File: src/rtl/fpmul_arbiter_if.sv
// ---------------------------------------------------------------------------
// fpmul_arbiter_if
// Bundles the requester-side handshake/operand/result signals and the
// multiplier-side start/operand/product signals of fpmul_arbiter.
//
// Modports
//   slave  : the arbiter (receives requests and multiplier responses,
//            drives grants, completions, results and multiplier commands)
//   master : the environment (requesters plus multiplier)
//
// Signals
//   req0/req1          level requests, held with operands until grant
//   a0/b0/a1/b1        operands of requester 0/1
//   gnt0/gnt1          one-cycle grant pulses
//   done0/done1        one-cycle completion pulses
//   res_p/res_flags    captured product and {OF,UF,NANF,INFF,DNF,ZF}
//   res_err            last operation timed out
//   busy               arbiter not idle
//   mul_start          start pulse to the multiplier
//   mul_a/mul_b        latched operands to the multiplier
//   mul_done           multiplier completion
//   mul_p/mul_flags    multiplier product and flags
// ---------------------------------------------------------------------------
interface fpmul_arbiter_if #(
   parameter int WIDTH = 32
);
   logic             req0;
   logic             req1;
   logic [WIDTH-1:0] a0;
   logic [WIDTH-1:0] b0;
   logic [WIDTH-1:0] a1;
   logic [WIDTH-1:0] b1;
   logic             gnt0;
   logic             gnt1;
   logic             done0;
   logic             done1;
   logic [WIDTH-1:0] res_p;
   logic [5:0]       res_flags;
   logic             res_err;
   logic             busy;
   logic             mul_start;
   logic [WIDTH-1:0] mul_a;
   logic [WIDTH-1:0] mul_b;
   logic             mul_done;
   logic [WIDTH-1:0] mul_p;
   logic [5:0]       mul_flags;

   modport slave (
      input  req0, req1, a0, b0, a1, b1,
      input  mul_done, mul_p, mul_flags,
      output gnt0, gnt1, done0, done1,
      output res_p, res_flags, res_err, busy,
      output mul_start, mul_a, mul_b
   );

   modport master (
      output req0, req1, a0, b0, a1, b1,
      output mul_done, mul_p, mul_flags,
      input  gnt0, gnt1, done0, done1,
      input  res_p, res_flags, res_err, busy,
      input  mul_start, mul_a, mul_b
   );
endinterface

File: src/rtl/fpmul_arbiter.sv
// ---------------------------------------------------------------------------
// fpmul_arbiter
// Shares one floating-point multiplier between two requesters. A request is
// accepted in IDLE (round-robin on a tie), its operands are latched onto the
// multiplier bus, a start pulse is issued, and the arbiter waits for the
// multiplier with a bounded timeout. The product/flags (or an error result
// on timeout) are captured and a completion pulse goes to the owner.
//
// Ports
//   clk   : clock, all state changes on the rising edge
//   rst   : asynchronous active-high reset
//   bus   : fpmul_arbiter_if.slave (requesters + multiplier)
//
// Parameters
//   WIDTH   : operand/result width
//   TIMEOUT : WAIT cycles before abort, 2..255
//
// state  | meaning
// -------+-----------------------------------------------------------
// IDLE   | no operation; sample requests, pick owner, latch operands
// ISSUE  | one cycle: grant to owner, start pulse to multiplier
// WAIT   | waiting for mul_done, counting toward TIMEOUT
// RESP   | one cycle: done pulse to owner, update last-served pointer
// ---------------------------------------------------------------------------
module fpmul_arbiter #(
   parameter int WIDTH   = 32,
   parameter int TIMEOUT = 64
) (
   input  logic              clk,
   input  logic              rst,
   fpmul_arbiter_if.slave    bus
);

   typedef enum logic [1:0] {
      S_IDLE  = 2'd0,
      S_ISSUE = 2'd1,
      S_WAIT  = 2'd2,
      S_RESP  = 2'd3
   } state_t;

   localparam logic [7:0] C_CNT_LAST = 8'(TIMEOUT - 1);

   state_t           r_state;
   state_t           w_state_nxt;

   logic             r_owner;
   logic             r_lp;
   logic [7:0]       r_cnt;
   logic [WIDTH-1:0] r_mul_a;
   logic [WIDTH-1:0] r_mul_b;
   logic [WIDTH-1:0] r_res_p;
   logic [5:0]       r_res_flags;
   logic             r_res_err;

   logic             w_req_any;
   logic             w_sel_owner;
   logic             w_cnt_last;

   logic             w_gnt0;
   logic             w_gnt1;
   logic             w_done0;
   logic             w_done1;
   logic             w_mul_start;
   logic             w_busy;

   assign w_req_any  = bus.req0 | bus.req1;
   assign w_cnt_last = (r_cnt == C_CNT_LAST);

   // On a tie the requester that was not served last wins; r_lp resets to 1
   // so requester 0 wins the first tie.
   always_comb begin
      w_sel_owner = 1'b0;
      if (bus.req0 && bus.req1) begin
         w_sel_owner = ~r_lp;
      end else if (bus.req1) begin
         w_sel_owner = 1'b1;
      end
   end

   // ---------------------------------------------------------------------
   // State register
   // ---------------------------------------------------------------------
   always_ff @(posedge clk or posedge rst) begin
      if (rst) begin
         r_state <= S_IDLE;
      end else begin
         r_state <= w_state_nxt;
      end
   end

   // ---------------------------------------------------------------------
   // Next-state logic
   // ---------------------------------------------------------------------
   always_comb begin
      w_state_nxt = r_state;
      case (r_state)
         S_IDLE: begin
            if (w_req_any) begin
               w_state_nxt = S_ISSUE;
            end
         end
         S_ISSUE: begin
            w_state_nxt = S_WAIT;
         end
         S_WAIT: begin
            if (bus.mul_done || w_cnt_last) begin
               w_state_nxt = S_RESP;
            end
         end
         S_RESP: begin
            w_state_nxt = S_IDLE;
         end
         default: begin
            w_state_nxt = S_IDLE;
         end
      endcase
   end

   // ---------------------------------------------------------------------
   // Datapath registers: owner, round-robin pointer, wait counter,
   // multiplier operands and captured result.
   // ---------------------------------------------------------------------
   always_ff @(posedge clk or posedge rst) begin
      if (rst) begin
         r_owner     <= 1'b0;
         r_lp        <= 1'b1;
         r_cnt       <= 8'd0;
         r_mul_a     <= '0;
         r_mul_b     <= '0;
         r_res_p     <= '0;
         r_res_flags <= 6'd0;
         r_res_err   <= 1'b0;
      end else begin
         case (r_state)
            S_IDLE: begin
               if (w_req_any) begin
                  r_owner <= w_sel_owner;
                  r_mul_a <= w_sel_owner ? bus.a1 : bus.a0;
                  r_mul_b <= w_sel_owner ? bus.b1 : bus.b0;
               end
            end
            S_ISSUE: begin
               r_cnt <= 8'd0;
            end
            S_WAIT: begin
               // A completion in the last counted cycle beats the timeout.
               if (bus.mul_done) begin
                  r_res_p     <= bus.mul_p;
                  r_res_flags <= bus.mul_flags;
                  r_res_err   <= 1'b0;
               end else if (w_cnt_last) begin
                  r_res_p     <= '0;
                  r_res_flags <= 6'd0;
                  r_res_err   <= 1'b1;
               end else begin
                  r_cnt <= r_cnt + 8'd1;
               end
            end
            S_RESP: begin
               r_lp <= r_owner;
            end
            default: begin
            end
         endcase
      end
   end

   // ---------------------------------------------------------------------
   // Output decode (registered state/owner only, no input feed-through)
   // ---------------------------------------------------------------------
   always_comb begin
      w_gnt0      = 1'b0;
      w_gnt1      = 1'b0;
      w_done0     = 1'b0;
      w_done1     = 1'b0;
      w_mul_start = 1'b0;
      w_busy      = (r_state != S_IDLE);
      case (r_state)
         S_ISSUE: begin
            w_gnt0      = ~r_owner;
            w_gnt1      = r_owner;
            w_mul_start = 1'b1;
         end
         S_RESP: begin
            w_done0 = ~r_owner;
            w_done1 = r_owner;
         end
         default: begin
         end
      endcase
   end

   assign bus.gnt0      = w_gnt0;
   assign bus.gnt1      = w_gnt1;
   assign bus.done0     = w_done0;
   assign bus.done1     = w_done1;
   assign bus.mul_start = w_mul_start;
   assign bus.busy      = w_busy;
   assign bus.mul_a     = r_mul_a;
   assign bus.mul_b     = r_mul_b;
   assign bus.res_p     = r_res_p;
   assign bus.res_flags = r_res_flags;
   assign bus.res_err   = r_res_err;

endmodule

File: src/flat_wrapper.sv
// flat-port wrapper written by rule: the top's interface ports become plain ports
module fpmul_arbiter_flat 
#(
   parameter int WIDTH   = 32,
   parameter int TIMEOUT = 64
)
  (clk, rst, bus_req0, bus_req1, bus_a0, bus_b0, bus_a1, bus_b1, bus_mul_done, bus_mul_p, bus_mul_flags, bus_gnt0, bus_gnt1, bus_done0, bus_done1, bus_res_p, bus_res_flags, bus_res_err, bus_busy, bus_mul_start, bus_mul_a, bus_mul_b);
  fpmul_arbiter_if #(.WIDTH(WIDTH)) bus_i ();
  input  logic clk;
  input  logic rst;
  input wire logic [$bits(bus_i.req0)-1:0] bus_req0;
  input wire logic [$bits(bus_i.req1)-1:0] bus_req1;
  input wire logic [$bits(bus_i.a0)-1:0] bus_a0;
  input wire logic [$bits(bus_i.b0)-1:0] bus_b0;
  input wire logic [$bits(bus_i.a1)-1:0] bus_a1;
  input wire logic [$bits(bus_i.b1)-1:0] bus_b1;
  input wire logic [$bits(bus_i.mul_done)-1:0] bus_mul_done;
  input wire logic [$bits(bus_i.mul_p)-1:0] bus_mul_p;
  input wire logic [$bits(bus_i.mul_flags)-1:0] bus_mul_flags;
  output wire logic [$bits(bus_i.gnt0)-1:0] bus_gnt0;
  output wire logic [$bits(bus_i.gnt1)-1:0] bus_gnt1;
  output wire logic [$bits(bus_i.done0)-1:0] bus_done0;
  output wire logic [$bits(bus_i.done1)-1:0] bus_done1;
  output wire logic [$bits(bus_i.res_p)-1:0] bus_res_p;
  output wire logic [$bits(bus_i.res_flags)-1:0] bus_res_flags;
  output wire logic [$bits(bus_i.res_err)-1:0] bus_res_err;
  output wire logic [$bits(bus_i.busy)-1:0] bus_busy;
  output wire logic [$bits(bus_i.mul_start)-1:0] bus_mul_start;
  output wire logic [$bits(bus_i.mul_a)-1:0] bus_mul_a;
  output wire logic [$bits(bus_i.mul_b)-1:0] bus_mul_b;
  assign bus_i.req0 = bus_req0;
  assign bus_i.req1 = bus_req1;
  assign bus_i.a0 = bus_a0;
  assign bus_i.b0 = bus_b0;
  assign bus_i.a1 = bus_a1;
  assign bus_i.b1 = bus_b1;
  assign bus_i.mul_done = bus_mul_done;
  assign bus_i.mul_p = bus_mul_p;
  assign bus_i.mul_flags = bus_mul_flags;
  assign bus_gnt0 = bus_i.gnt0;
  assign bus_gnt1 = bus_i.gnt1;
  assign bus_done0 = bus_i.done0;
  assign bus_done1 = bus_i.done1;
  assign bus_res_p = bus_i.res_p;
  assign bus_res_flags = bus_i.res_flags;
  assign bus_res_err = bus_i.res_err;
  assign bus_busy = bus_i.busy;
  assign bus_mul_start = bus_i.mul_start;
  assign bus_mul_a = bus_i.mul_a;
  assign bus_mul_b = bus_i.mul_b;
  fpmul_arbiter #(.WIDTH(WIDTH), .TIMEOUT(TIMEOUT)) u_core (.clk(clk), .rst(rst), .bus(bus_i));
endmodule
File: config.mk
export PLATFORM = sky130hd
export DESIGN_NAME = fpmul_arbiter_flat
export DESIGN_NICKNAME = d
export VERILOG_FILES = /design/src/rtl/fpmul_arbiter_if.sv /design/src/rtl/fpmul_arbiter.sv /design/src/flat_wrapper.sv
export SDC_FILE = /design/constraint.sdc
export NUM_CORES = 1
export LEC_CHECK = 0
export CAP_MARGIN = 10
export CORE_AREA = 2 2 108 110
export CTS_BUF_LIST = sky130_fd_sc_hd__clkbuf_4
export DETAILED_ROUTE_END_ITERATION = 8
export DIE_AREA = 0 0 110 112
export DONT_BUFFER_PORTS = 1
export PLACE_DENSITY = 0.6
export SLEW_MARGIN = 25
export SYNTH_ARGS = -nofsm -noshare
export SYNTH_HDL_FRONTEND = slang
export SYNTH_SLANG_ARGS = --single-unit
File: constraint.sdc
create_clock -name clk -period 7.3 [get_ports clk]
set_input_delay 1.095 -clock clk [delete_from_list [all_inputs] [get_ports clk]]
set_output_delay 1.095 -clock clk [all_outputs]
set_load 0.005 [all_outputs]
After elaboration in Yosys (flattened, before gate mapping)
Cells that the tools add are included.
{ "classes": {"mux": 21, "reduce_logical": 10, "bitwise": 3, "n_addsub": 1, "eq_ne": 8} }
{ "op_table": {"columns": ["operator", "n"], "rows": [
  ["$mux 32", 4],
  ["$mux 8", 2],
  ["$pmux 8 s2", 1],
  ["$mux 6", 2],
  ["$mux 1", 9],
  ["$add 8x1->8 const B", 1],
  ["$eq 8x6->1 const B", 1],
  ["$pmux 2 s4", 1],
  ["$reduce_and 2->1", 3],
  ["$reduce_bool 2->1", 3],
  ["$eq 2x2->1 const B", 2],
  ["$mux 2", 2],
  ["$ne 2x1->1 const B", 2],
  ["$ne 2x2->1 const B", 2],
  ["$reduce_and 3->1", 1],
  ["$eq 2x1->1 const B", 1],
  ["$logic_not 2->1", 1],
  ["$not 1->1", 2],
  ["$logic_and 1x1->1", 1],
  ["$logic_or 1x1->1", 1],
  ["$or 1x1->1", 1]
]} }
{ "totals": {"reg_bits": 115, "output_inout_bits": 109} }

Logic depth before layout (Yosys ltp)
Gate-level depths: netlist (run 1).
{ "depth": {"ltp_word": 4, "ltp_mapped": 8, "depth_no_buf": 6} }

Least setup slack after synthesis (run 1)
Ideal clock, no wire load.
{ "synth_path": {"path_kind": "input-to-reg", "startpoint": "in bus_req1", "endpoint": "reg u_core.r_mul_a[0], in the netlist u_core.bus.mul_a[0]", "setup_ns": 0.083, "path_slack_ns": 5.115, "n_path_buf": 3, "arrival_time_ns": 2.102, "path_stages": 6, "cell_sequence": "o21ai_1 -> buf_2 -> clkbuf_1 -> clkbuf_1 -> nand2_1 -> o21ai_0"} }
{ "synth_via": {"elab_chain_cells": 3} }
{ "synth_lines": {"columns": ["element", "line", "rtl"], "rows": [
  ["start: declaration", "flat_wrapper.sv:12", "input wire logic [$bits(bus_i.req1)-1:0] bus_req1;"],
  ["$mux 1 / $logic_and 1x1->1 (equally long branches)", "fpmul_arbiter.sv:75, fpmul_arbiter.sv:73", null],
  ["$mux 1", "fpmul_arbiter.sv:73", "if (bus.req0 && bus.req1) begin"],
  ["$mux 32", "fpmul_arbiter.sv:138", "r_mul_a <= w_sel_owner ? bus.a1 : bus.a0;"],
  ["end signal: assignment", "fpmul_arbiter.sv:138", null],
  ["end: declaration", "fpmul_arbiter.sv:49", "logic [WIDTH-1:0] r_mul_a;"]
]} }
Several ways; a longest one is shown, not always the timed one.
A chain may end at the register's enable or synchronous reset.

Worst setup path in the final report (run 1)
{ "layout_path": {"startpoint": "reg u_core.r_state[1]", "endpoint": "out bus_gnt0"} }
{ "layout_via": {"elab_chain_cells": 2} }
{ "layout_lines": {"columns": ["element", "line", "rtl"], "rows": [
  ["start: declaration", "fpmul_arbiter.sv:43", "state_t r_state;"],
  ["start signal: assignment", "fpmul_arbiter.sv:87", "r_state <= w_state_nxt;"],
  ["$eq 2x1->1", "fpmul_arbiter.sv:178", "case (r_state)"],
  ["$mux 1", "fpmul_arbiter.sv:178", null],
  ["end: declaration", "flat_wrapper.sv:20", "output wire logic [$bits(bus_i.gnt0)-1:0] bus_gnt0;"]
]} }
Every way passes these cells.

==> impl_metrics.csv, run 1 <==
group,metric,value,unit
setup_path,critPathRequiredTime,6200,ps
placement,dp_cells,556,
synthesis,synth_seq_area_share,0.578,
grt,antenna_found_initial,2,
cts,cts_hold_buf,0,
hold_path,min_path_cells,1,
setup_path,reg2reg_from,"u_core.r_state[0]$_DFFE_PP0P_",
power_and_ir_drop,pwr_density_cell,408,mW/mm^2
synthesis,synth_edf_count,0,
layout,syn_to_final_growth,7.49,%
routing,drtPass1Iterations,4,
cts,clk_path_buf_depth,2,
synthesis,postSynth.asyncResetShare,1.00,
timing,finClkSkew,9.69,ps
routing,drc,0,
cts,h-tree-depth,4,
run,max_cap_violations,0,
timing,fmax,0.391,GHz
hold_path,worstHoldStart,"u_core.r_cnt[7]$_DFFE_PP0P_",
setup_path,rr_endpoint,"u_core.bus.mul_a[16]$_DFFE_PP0P_",
synthesis,synthCells,437,
floorplan,core-area,0.0112,mm^2
placement,gp_congestion,0.751,
setup_path,worstSetupPathType,"register to output pin",
floorplan,start_util,0.446,
floorplan,io_pins,280,
setup_path,arrival,1460,ps
power_and_ir_drop,power.total,2.18,mW
synthesis,ys_seq_elements,115,
timing,rsz0062_at_grt,"false",
layout,utilization,0.479,
layout,drive_above_1_share,0.0989,
timing,fin_crit_sh,0.350,
routing,ant_nets,0,
cts,cts_tree,"done",
routing,viasPerCell,5.53,
cts,root_buffer,"clkbuf_4",
cts,clock_latency,510,ps
timing,tightest_slew,740,ps
outcome,status,"finished, final reports clean",
timing,fin_setup_tns,0,ps
cts,postCtsSetupBuffers,0,
routing,wirelength,11200,um
floorplan,fp-row-count,39,
routing,dr.first_iter.drc_count,143,
floorplan,die_area,0.0123,mm^2
setup_path,reg2reg_depth,5,
timing,maxSlewHeadroom,0.507,
grt,grt_overflow,0,
synthesis,synthFlopType,"dfrtp_1",
routing,vias,3256,
setup_path,r2r_setup_slack,5330,ps
placement,io_buffer_count,0,
grt,grt_pass1_vias,3201,
synthesis,synth_nets,613,
synthesis,synth_cell_types,39,
floorplan,die_h,112,um
hold_path,hold_path_class,"register to register",
cts,cts_resized,0,
cts,clkSlewWorstSetupHoldPaths,90,ps
timing,slew_violations,0,
routing,wl_per_cell,19.0,um
power_and_ir_drop,vdd_drop_max,0.193,mV
cts,cts_made_buffers,17,
synthesis,yosysWarnings,0,
hold_path,hold-path-endpoint,"u_core.r_cnt[7]$_DFFE_PP0P_",
timing,hold_viol,0,
synthesis,avgSynthCellArea,11.4,um^2
placement,hpwl,8310,um
timing,finalSetupViolCount,0,
power_and_ir_drop,p_leak,2.53,nW
layout,fin_cells,589,
synthesis,synth_area,0.00498,mm^2
layout,fin_nets,609,
floorplan,die_width,110,um
setup_path,critPathLaunchType,"register",
grt,grt_pass1_wl,16700,um
setup_path,cp-end-kind,"output pin",
timing,finalCriticalPeriod,2560,ps
cts,cts.sinks,115,
setup_path,path_max_fanout,5,
grt,grt_max_degree,123,
grt,grt_use_total,0.183,
## layer usage
| layer | up-vias | GRT usage | part of all wire |
|---|---|---|---|
| li1 | 1550 | - | - |
| met2 | 175 | 0.309 | 0.52 |
| met1 | 1514 | 0.198 | 0.37 |
| met4 | 2 | 0.0667 | 0.014 |
| met5 | - | 0 | 0.0012 |
| met3 | 15 | 0.0861 | 0.099 |
## area by class of cell
class | count | area [um^2]
Tap cell | 143 | 179
Antenna cell | 1 | 2.50
Timing Repair Buffer | 6 | 68.8
Clock buffer | 19 | 143
Sequential cell | 115 | 2880
Clock inverter | 12 | 92.6
Fill cell | 1054 | 5820
Inverter | 6 | 25.0
Multi-Input combinational cell | 287 | 1960
## power breakdown
part           switching [mW]  internal, mW
clock network           0.228         0.168
registers               0.253         0.932
logic                   0.334         0.265
total                   0.815          1.37
## cell families (layout without fill, tap and decap cells)
logic type	after synthesis	after routing	share of synthesized area
other	0	1	0
adders and majority gates	5	5	0.0126
AOI/OAI and AO/OA	120	120	0.158
muxes	68	68	0.137
and+or+nand+nor	94	94	0.0817
buffers and inverters	35	43	0.0322
DFF	115	115	0.578
## synth_stat cells, types with 2 or more instances
cell type / instances / area, um^2
dfrtp_1: 114 / 2850
nand2_1: 69 / 259
mux2i_1: 66 / 661
o21ai_0: 55 / 275
a22o_1: 39 / 342
clkbuf_1: 18 / 67.6
o21ai_1: 11 / 55.1
buf_2: 8 / 40.0
nand3_1: 8 / 40.0
inv_1: 6 / 22.5
ha_1: 5 / 62.6
a21oi_1: 4 / 20.0
and2_1: 3 / 18.8
nand2b_1: 3 / 18.8
buf_6: 2 / 22.5
nor2_1: 2 / 7.51
nor2b_1: 2 / 12.5
## worst max-delay path by stage
stage / slack, ps / depth (start not counted) / from / end
finish: 4740 / 3 / u_core.r_state[1]$_DFFE_PP0P_ / bus_gnt0
global route: 4560 / 3 / u_core.r_state[1]$_DFFE_PP0P_ / bus_gnt0
CTS: 4690 / 3 / u_core.r_state[1]$_DFFE_PP0P_ / bus_gnt0
detailed placement: 4600 / 4 / bus_req1 / u_core.bus.mul_b[30]$_DFFE_PP0P_
global placement: 4670 / 4 / bus_req1 / u_core.bus.mul_b[30]$_DFFE_PP0P_
floorplan: 3160 / 1 / rst / u_core.bus.mul_a[0]$_DFFE_PP0P_
## per-stage QoR
step | worst slack (ps) | cell area (um^2) | hold slack (ps)
floorplan | 3160 | 4980 | 449
global placement | 4670 | 5080 | 471
detailed placement | 4600 | 5080 | 483
CTS | 4690 | 5320 | 498
global route | 4560 | 5350 | 535
finish | 4740 | 5350 | 499
## flip-flops by register name, summed over array words and instances, names as in the netlist
name,cells
u_core.bus.res_err,1
u_core.r_cnt,8
u_core.bus.mul_a,32
u_core.r_state,2
u_core.r_lp,1
u_core.bus.res_flags,6
u_core.bus.mul_b,32
u_core.bus.res_p,32
u_core.r_owner,1
## cell usage in the layout (no fill, tap or decap), drive strengths merged
cell	instances
buf	6
nand4	1
clkinvlp	5
o22a	1
o21ba	1
o41ai	1
a31oi	1
or3b	1
ha	5
o31ai	1
o21ai	67
clkbuf	19
nor3	1
dfstp	1
or3	1
nand3	8
mux2i	66
diode	1
o21bai	1
o211ai	1
clkinv	6
nor2	3
a21boi	1
bufinv	1
a41o	1
inv	6
a22o	39
and3	1
nand2	69
dfrtp	114
a21oi	5
and2	3
nand2b	3
nor2b	2
mux2	2
and4	1
## worst max-delay path: stages (launching register included)
cell     delay [ps]
dfrtp_1         420
inv_1            80
ha_1            270
nor2b_1         190
Note: power is estimated with default switching activity, not from simulation.
==> run 2: changes to the inputs <==
- clock period: 7.3 -> 2.65 ns (I/O delays scaled with it)
==> run 2 against run 1 <==
  * Sequential share of layout area shrank 3.4 points
  * Critical path depth is the same
  * Die area is the same
  * Sequential cell count is the same
  * Largest cell class unchanged
  * Highest routed layer is now met4
  * Cell count grew 6.5%
  * Final area grew 6.8%
  * First-iteration DRC count grew 17%
  * Routed wire length grew 7.1%
  * Register-to-register slack lost 4500 ps
  * Via count grew 5.6%
  * Critical path type unchanged
  * Non-clock buffer count grew 39
  * Combinational power grew to 2.9 times the previous value
==> impl_metrics.csv, run 2 (synthesized netlist as in run 1, its figures left out) <==
group,metric,value,unit
grt,grt_pass1_vias,3448,
cts,cts.sinks,115,
routing,drc,0,
routing,drtPass1Iterations,4,
setup_path,r2r_setup_slack,840,ps
hold_path,min_path_cells,2,
floorplan,io_pins,280,
hold_path,worstHoldStart,"bus_b0[16]",
grt,grt_pass1_wl,17500,um
floorplan,core-area,0.0112,mm^2
grt,grt_max_degree,116,
power_and_ir_drop,power.total,5.98,mW
grt,antenna_found_initial,1,
cts,postCtsSetupBuffers,0,
cts,clk_path_buf_depth,2,
timing,tightest_slew,755,ps
layout,multiInputGateArea,0.00196,mm^2
layout,drive_above_1_share,0.0849,
hold_path,hold_path_class,"primary input to register",
timing,rsz0062_at_grt,"false",
grt,grt_overflow,0,
timing,fin_setup_tns,0,ps
cts,h-tree-depth,4,
setup_path,arrival,1530,ps
routing,ant_nets,0,
layout,nFillCells,1019,
layout,final_common_cell,"dfrtp_1",
floorplan,start_util,0.446,
cts,root_buffer,"clkbuf_4",
timing,finalCriticalPeriod,1930,ps
timing,maxSlewHeadroom,0.495,
outcome,status,"finished, final reports clean",
timing,fmax,0.518,GHz
layout,fin_nets,648,
timing,setup_slack,718,ps
setup_path,reg2reg_from,"u_core.r_state[0]$_DFFE_PP0P_",
placement,gp_congestion,0.811,
power_and_ir_drop,p_leak,2.69,nW
layout,syn_to_final_growth,14.8,%
floorplan,die_h,112,um
setup_path,reg2reg_depth,6,
timing,hold_viol,0,
routing,viasPerCell,5.48,
placement,io_buffer_count,0,
timing,finalSetupViolCount,0,
cts,cts_tree,"done",
routing,dr.first_iter.drc_count,168,
run,max_cap_violations,0,
timing,finClkSkew,9.76,ps
floorplan,fp-row-count,39,
routing,vias,3439,
grt,grt_use_total,0.192,
timing,slew_violations,0,
layout,ff_latch_area,0.00288,mm^2
cts,clkSlewWorstSetupHoldPaths,90,ps
setup_path,critPathRequiredTime,2250,ps
routing,wl_per_cell,19.1,um
routing,wirelength,12000,um
placement,dpl_worst_slack,833,ps
hold_path,hold-path-endpoint,"u_core.bus.mul_b[16]$_DFFE_PP0P_",
floorplan,die_width,110,um
power_and_ir_drop,pwr_density_cell,1050,mW/mm^2
placement,hpwl,8510,um
cts,cts_made_buffers,17,
timing,fin_crit_sh,0.729,
power_and_ir_drop,vdd_drop_max,0.475,mV
setup_path,rr_endpoint,"u_core.r_state[1]$_DFFE_PP0P_",
setup_path,worstSetupPathType,"register to output pin",
setup_path,critPathLaunchType,"register",
cts,clock_latency,510,ps
setup_path,cp-end-kind,"output pin",
setup_path,path_max_fanout,5,
layout,final_cell_mix,"dfrtp_1 (114), nand2_1 (69), mux2i_1 (66), o21ai_0 (55)",
floorplan,die_area,0.0123,mm^2
[run 2: cell types whose count changed in the layout (fill, tap and decap cells not counted), sizes merged]
cell | previous run | this run
dlygate4sd3 | 0 | 39
clkinv | 6 | 9
clkinvlp | 5 | 2
bufinv | 1 | 0
clkbuf | 19 | 20
inv | 6 | 5
[run 2: area by class of cell]
class,count,share of cell area
well taps,143,0.0313
inverters,6,0.00460
repair buffers,45,0.0827
multi-input cells,287,0.343
flip-flops and latches,115,0.504
clock buffers,20,0.0263
clock inverters,10,0.00788
diodes,1,0.000438
[run 2: what timing repair did]
action | in CTS | in global routing
endpoints found under the hold margin | 152 | 0
resized for setup | 0 | 0
hold buffers | 39 | 0
[run 2: through the flow]
stage	hold slack [ps]	std cells	util	cell area (um^2)
3_5_place_dp	491	557	0.459	5130
5_1_grt	19.5	627	0.512	5720
4_1_cts	4.46	626	0.511	5710
2_1_floorplan	449	437	-	4980
3_3_place_gp	476	557	0.459	5130
6_report	69.9	627	0.512	5720
[run 2: routing by layer]
| metal | vias to the layer above | track usage | share of wire |
|---|---|---|---|
| met5 | - | 0 | 0 |
| met4 | 0 | 0.0928 | 0.021 |
| met3 | 18 | 0.0726 | 0.092 |
| met2 | 188 | 0.319 | 0.50 |
| met1 | 1605 | 0.215 | 0.38 |
| li1 | 1628 | - | - |
[run 2: how the worst max path moves through the flow]
stage | to | slack, ps | start
2_1_floorplan | u_core.bus.mul_a[0]$_DFFE_PP0P_ | 850 | rst
3_3_place_gp | u_core.r_state[1]$_DFFE_PP0P_ | 940 | u_core.r_state[0]$_DFFE_PP0P_
3_5_place_dp | u_core.r_state[1]$_DFFE_PP0P_ | 830 | u_core.r_state[0]$_DFFE_PP0P_
4_1_cts | bus_gnt0 | 670 | u_core.r_state[1]$_DFFE_PP0P_
5_1_grt | bus_gnt0 | 550 | u_core.r_state[1]$_DFFE_PP0P_
6_report | bus_gnt1 | 720 | u_core.r_state[1]$_DFFE_PP0P_
[run 2: critical path: stages, from the launching register on]
cell	delay (ps)
dfrtp_1	430
inv_1	100
ha_1	290
and2_1	210
[run 2: report_power, final]
group | leakage [nW] | internal [mW] | switching, mW
Combinational | 1.14 | 0.790 | 0.960
Sequential | 1.43 | 2.57 | 0.709
Clock | 0.113 | 0.366 | 0.591
==> run 3: changes to the inputs <==
- ABC_AREA: unset -> 1
- CORE_AREA: 2 2 108 110 -> 2 2 110 112
- DIE_AREA: 0 0 110 112 -> 0 0 112 114
- PLACE_DENSITY: 0.6 -> 0.63
- clock period: 2.65 -> 1.77 ns (I/O delays scaled with it)
==> run 3 against run 2 <==
  * The run now fails in clock tree synthesis
  * Area after synthesis is 5.2% higher
  * Synthesized cell count up 44%
==> impl_metrics.csv, run 3 <==
group,metric,value,unit
outcome,status,"aborted with a tool error",
outcome,lastStage,"clock tree synthesis",
outcome,stop_error,"[ERROR RSZ-0060] Max buffer count reached.",
synthesis,yosys.area_share.simple,0.238,
placement,placed_cell_area,0.00532,mm^2
synthesis,postSynth.asyncResetShare,1.00,
synthesis,avgSynthCellArea,8.33,um^2
synthesis,synth_compound_area_frac,0.129,
floorplan,fp-row-count,40,
synthesis,yosysWarnings,0,
synthesis,ys_seq_elements,115,
cts,postCtsSetupBuffers,0,
synthesis,synthTopCellsByCount,"nand2_1 (184), dfrtp_1 (114), nor2_1 (72)",
cts,cts_hold_buf,156,
synthesis,synth-xor-area-share,0.00502,
synthesis,synth_area,0.00524,mm^2
cts,cts_made_buffers,17,
floorplan,start_util,0.447,
cts,clk_path_buf_depth,2,
floorplan,io_pins,280,
synthesis,synth_top_family_by_area,"simple AND/OR/NAND/NOR gates",
floorplan,die_h,114,um
cts,root_buffer,"clkbuf_4",
synthesis,synth_cell_types,25,
synthesis,post-synth-top-area-cell,"dfrtp_1",
synthesis,synthCells,629,
synthesis,synth_edf_count,0,
synthesis,post-synth-top-count-cell,"nand2_1",
synthesis,muxShareOfSynthArea,0,
synthesis,synthTopCellsByArea,"dfrtp_1 (54%), nand2_1 (13%), o21ai_0 (6.5%)",
cts,h-tree-depth,4,
synthesis,synthAdderAreaFrac,0.0119,
placement,hpwl,9880,um
floorplan,die_width,112,um
synthesis,synth_nets,805,
placement,io_buffer_count,0,
synthesis,synthFlopType,"dfrtp_1",
cts,cts.sinks,115,
cts,cts_resized,3,
synthesis,synth_seq_area_share,0.550,
placement,gp_congestion,0.802,
synthesis,synth.top_cell.area_share,0.545,
-- run 3: kinds of logic after synthesis --
group                      count (synthesis)
and+or+nand+nor                          310
AOI/OAI and AO/OA                        133
DFF                                      115
xor gates and xnor gates                   3
buffers and inverters                     63
adders and majority gates                  5
-- run 3: stage by stage --
step | worst slack, ps | TNS (ps) | std cells
after floorplan | 106 | 0 | 629
after global placement | 228 | 0 | 746
after detailed placement | -44.0 | -44.0 | 746
==> run 4: changes to the inputs <==
- CORE_AREA: 2 2 110 112 -> unset
- CORE_MARGIN: unset -> 2
- CORE_UTILIZATION: unset -> 40
- CTS_BUF_LIST: sky130_fd_sc_hd__clkbuf_4 -> unset
- DIE_AREA: 0 0 112 114 -> unset
- PLACE_DENSITY: 0.63 -> unset
- PLACE_DENSITY_LB_ADDON: unset -> 0.15
- clock period: 1.77 -> 2.3 ns (I/O delays scaled with it)
==> run 4 against run 3 <==
  * The flow now finishes, with violations (hold timing)
  * Area after synthesis unchanged
  * Synthesized cell count unchanged
==> impl_metrics.csv, run 4 <==
group,metric,value,unit
routing,wl_per_cell,17.0,um
cts,clock_latency,410,ps
timing,hold_slack,-4.92,ps
floorplan,die_width,118,um
synthesis,post-synth-top-count-cell,"nand2_1",
timing,maxSlewHeadroom,0.576,
setup_path,critPathRequiredTime,2620,ps
layout,final_common_cell,"nand2_1",
run,max_cap_violations,0,
floorplan,start_util,0.412,
synthesis,synth_seq_area_share,0.550,
outcome,failed_checks,"hold timing",
synthesis,synthFlopType,"dfrtp_1",
grt,grt_max_degree,116,
timing,fin_setup_tns,0,ps
timing,slew_violations,0,
routing,met2_length,6250,um
placement,io_buffer_count,0,
setup_path,critPathLaunchType,"register",
placement,hpwl,9670,um
synthesis,postSynth.asyncResetShare,1.00,
power_and_ir_drop,power.total,8.69,mW
layout,syn_to_final_growth,12.8,%
setup_path,arrival,2140,ps
placement,dpl_worst_slack,471,ps
floorplan,core-area,0.0127,mm^2
grt,grt_use_total,0.197,
setup_path,cp_top_family,"buffers and inverters",
cts,cts_resized,0,
cts,root_buffer,"clkbuf_16",
routing,drtPass1Iterations,7,
cts,h-tree-depth,4,
cts,cts.sinks,115,
setup_path,cp_cell_sequence,"inv_1 > ha_1 > inv_1 > a21oi_4 > inv_2 > buf_4 > nand2_1 > o21ai_1",
timing,rsz0062_at_grt,"false",
synthesis,synthTopCellsByCount,"nand2_1 (184), dfrtp_1 (114), nor2_1 (72)",
routing,viasPerCell,5.29,
timing,finalCriticalPeriod,1820,ps
cts,cts_tree,"done",
setup_path,crit_buf_inv,4,
synthesis,synth_cell_types,25,
power_and_ir_drop,pwr_density_cell,1470,mW/mm^2
grt,grt_pass1_vias,4154,
timing,hold_viol,2,
timing,tightest_slew,637,ps
grt,grt_overflow,0,
routing,ant_nets,0,
routing,wl_met1,5610,um
setup_path,reg2reg_from,"u_core.r_state[0]$_DFFE_PP0P_",
layout,drive_above_1_share,0.0780,
routing,top_layer,"met4",
timing,finalSetupViolCount,0,
synthesis,synth_area,0.00524,mm^2
floorplan,die_h,118,um
floorplan,io_pins,280,
cts,clkSlewWorstSetupHoldPaths,50,ps
outcome,status,"complete, but fails checks",
routing,dr.first_iter.drc_count,295,
routing,route.met3.wl,1350,um
placement,placed_cell_area,0.00529,mm^2
layout,fin_cells,800,
cts,cts_made_buffers,17,
setup_path,cpPeakStageDelay,490,ps
setup_path,timing.critical_path.mode_cell,"inv_1",
synthesis,synth_edf_count,0,
floorplan,fp-row-count,41,
synthesis,post-synth-top-area-cell,"dfrtp_1",
setup_path,path_max_fanout,65,
layout,fin_nets,791,
synthesis,ys_seq_elements,115,
synthesis,yosysWarnings,0,
setup_path,slowest_stage,"buf_4",
layout,final_cell_mix,"nand2_1 (184), dfrtp_1 (114), nor2_1 (72), o21ai_0 (68), o21ai_1 (61)",
cts,clk_path_buf_depth,2,
setup_path,worstSetupStartpoint,"u_core.r_state[0]$_DFFE_PP0P_",
routing,drc,0,
synthesis,synth_nets,805,
grt,grt_pass1_wl,21800,um
routing,wirelength,13600,um
setup_path,worstSetupPathType,"register to register",
floorplan,die_area,0.0140,mm^2
power_and_ir_drop,p_leak,2.86,nW
timing,setup_slack,482,ps
synthesis,avgSynthCellArea,8.33,um^2
layout,final_cell_area,0.00591,mm^2
hold_path,hold_path_class,"primary input to async pin",
synthesis,synth.top_cell.area_share,0.545,
grt,antenna_found_initial,0,
placement,gp_congestion,0.875,
setup_path,crit_cells,8,
setup_path,reg2reg_depth,8,
synthesis,synthTopCellsByArea,"dfrtp_1 (54%), nand2_1 (13%), o21ai_0 (6.5%)",
setup_path,cp-end-kind,"register",
synthesis,synthCells,629,
routing,vias,4231,
placement,dp_cells,767,
layout,diodes,0,
power_and_ir_drop,vdd_drop_max,0.632,mV
timing,fin_crit_sh,0.790,
timing,finClkSkew,12.9,ps
timing,fmax,0.550,GHz
-- run 4: kinds of logic after synthesis --
kind of cell / count (synthesis) / share of synthesized area
adder cells (fa/ha/maj): 5 / 0.0119
buffers and inverters: 63 / 0.0659
XOR/XNOR: 3 / 0.00502
AND/OR/NAND/NOR: 310 / 0.238
flip-flops: 115 / 0.550
AO/OA/AOI/OAI: 133 / 0.129
-- run 4: layout make-up --
type                    instances  area [um^2]
inverters                      22         86.3
repair buffers                  8         87.6
clock buffers                  22          454
well taps                     172          215
multi-input cells             451         2030
flip-flops and latches        115         2880
clock inverters                10          156
fillers                      1307         6810
-- run 4: per-layer routing --
metal / GRT usage / vias up
met5: 0 / -
met4: 0.0811 / 0
met3: 0.0705 / 24
met2: 0.310 / 226
met1: 0.245 / 1967
li1: - / 2014
-- run 4: final timing paths --
kind                                                    endpoint  slack [ps]
worst max-delay path             u_core.bus.mul_a[6]$_DFFE_PP0P_         480
worst min-delay path            u_core.bus.mul_a[22]$_DFFE_PP0P_          -5
worst max register to register   u_core.bus.mul_a[6]$_DFFE_PP0P_         480
worst min register to register  u_core.bus.res_p[27]$_DFFE_PP0P_         500
max in group asynchronous          u_core.r_state[1]$_DFFE_PP0P_        1850
min in group clk                u_core.bus.res_p[27]$_DFFE_PP0P_          70
-- run 4: per-stage QoR --
stage	hold slack [ps]	util
after floorplan	450	-
after global placement	435	0.416
after detailed placement	440	0.416
after CTS	16.8	0.464
after global routing	44.0	0.464
final	-4.92	0.464
-- run 4: where the power goes --
part | internal, mW | switching [mW] | leakage [nW]
Sequential | 2.99 | 0.845 | 1.42
Clock | 1.83 | 0.874 | 0.298
Combinational | 0.751 | 1.40 | 1.14
-- run 4: worst reg2reg max path, stage by stage, from the launching register on --
cell     delay (ps)
dfrtp_1         380
inv_1            80
ha_1            210
inv_1           170
a21oi_4          90
inv_2            60
buf_4           490
nand2_1         150
o21ai_1         110
-- run 4: what timing repair did --
item                      4_1_cts  5_1_grt
setup buffers                   0        0
hold endpoints to repair        1        0
hold buffers                    1        0
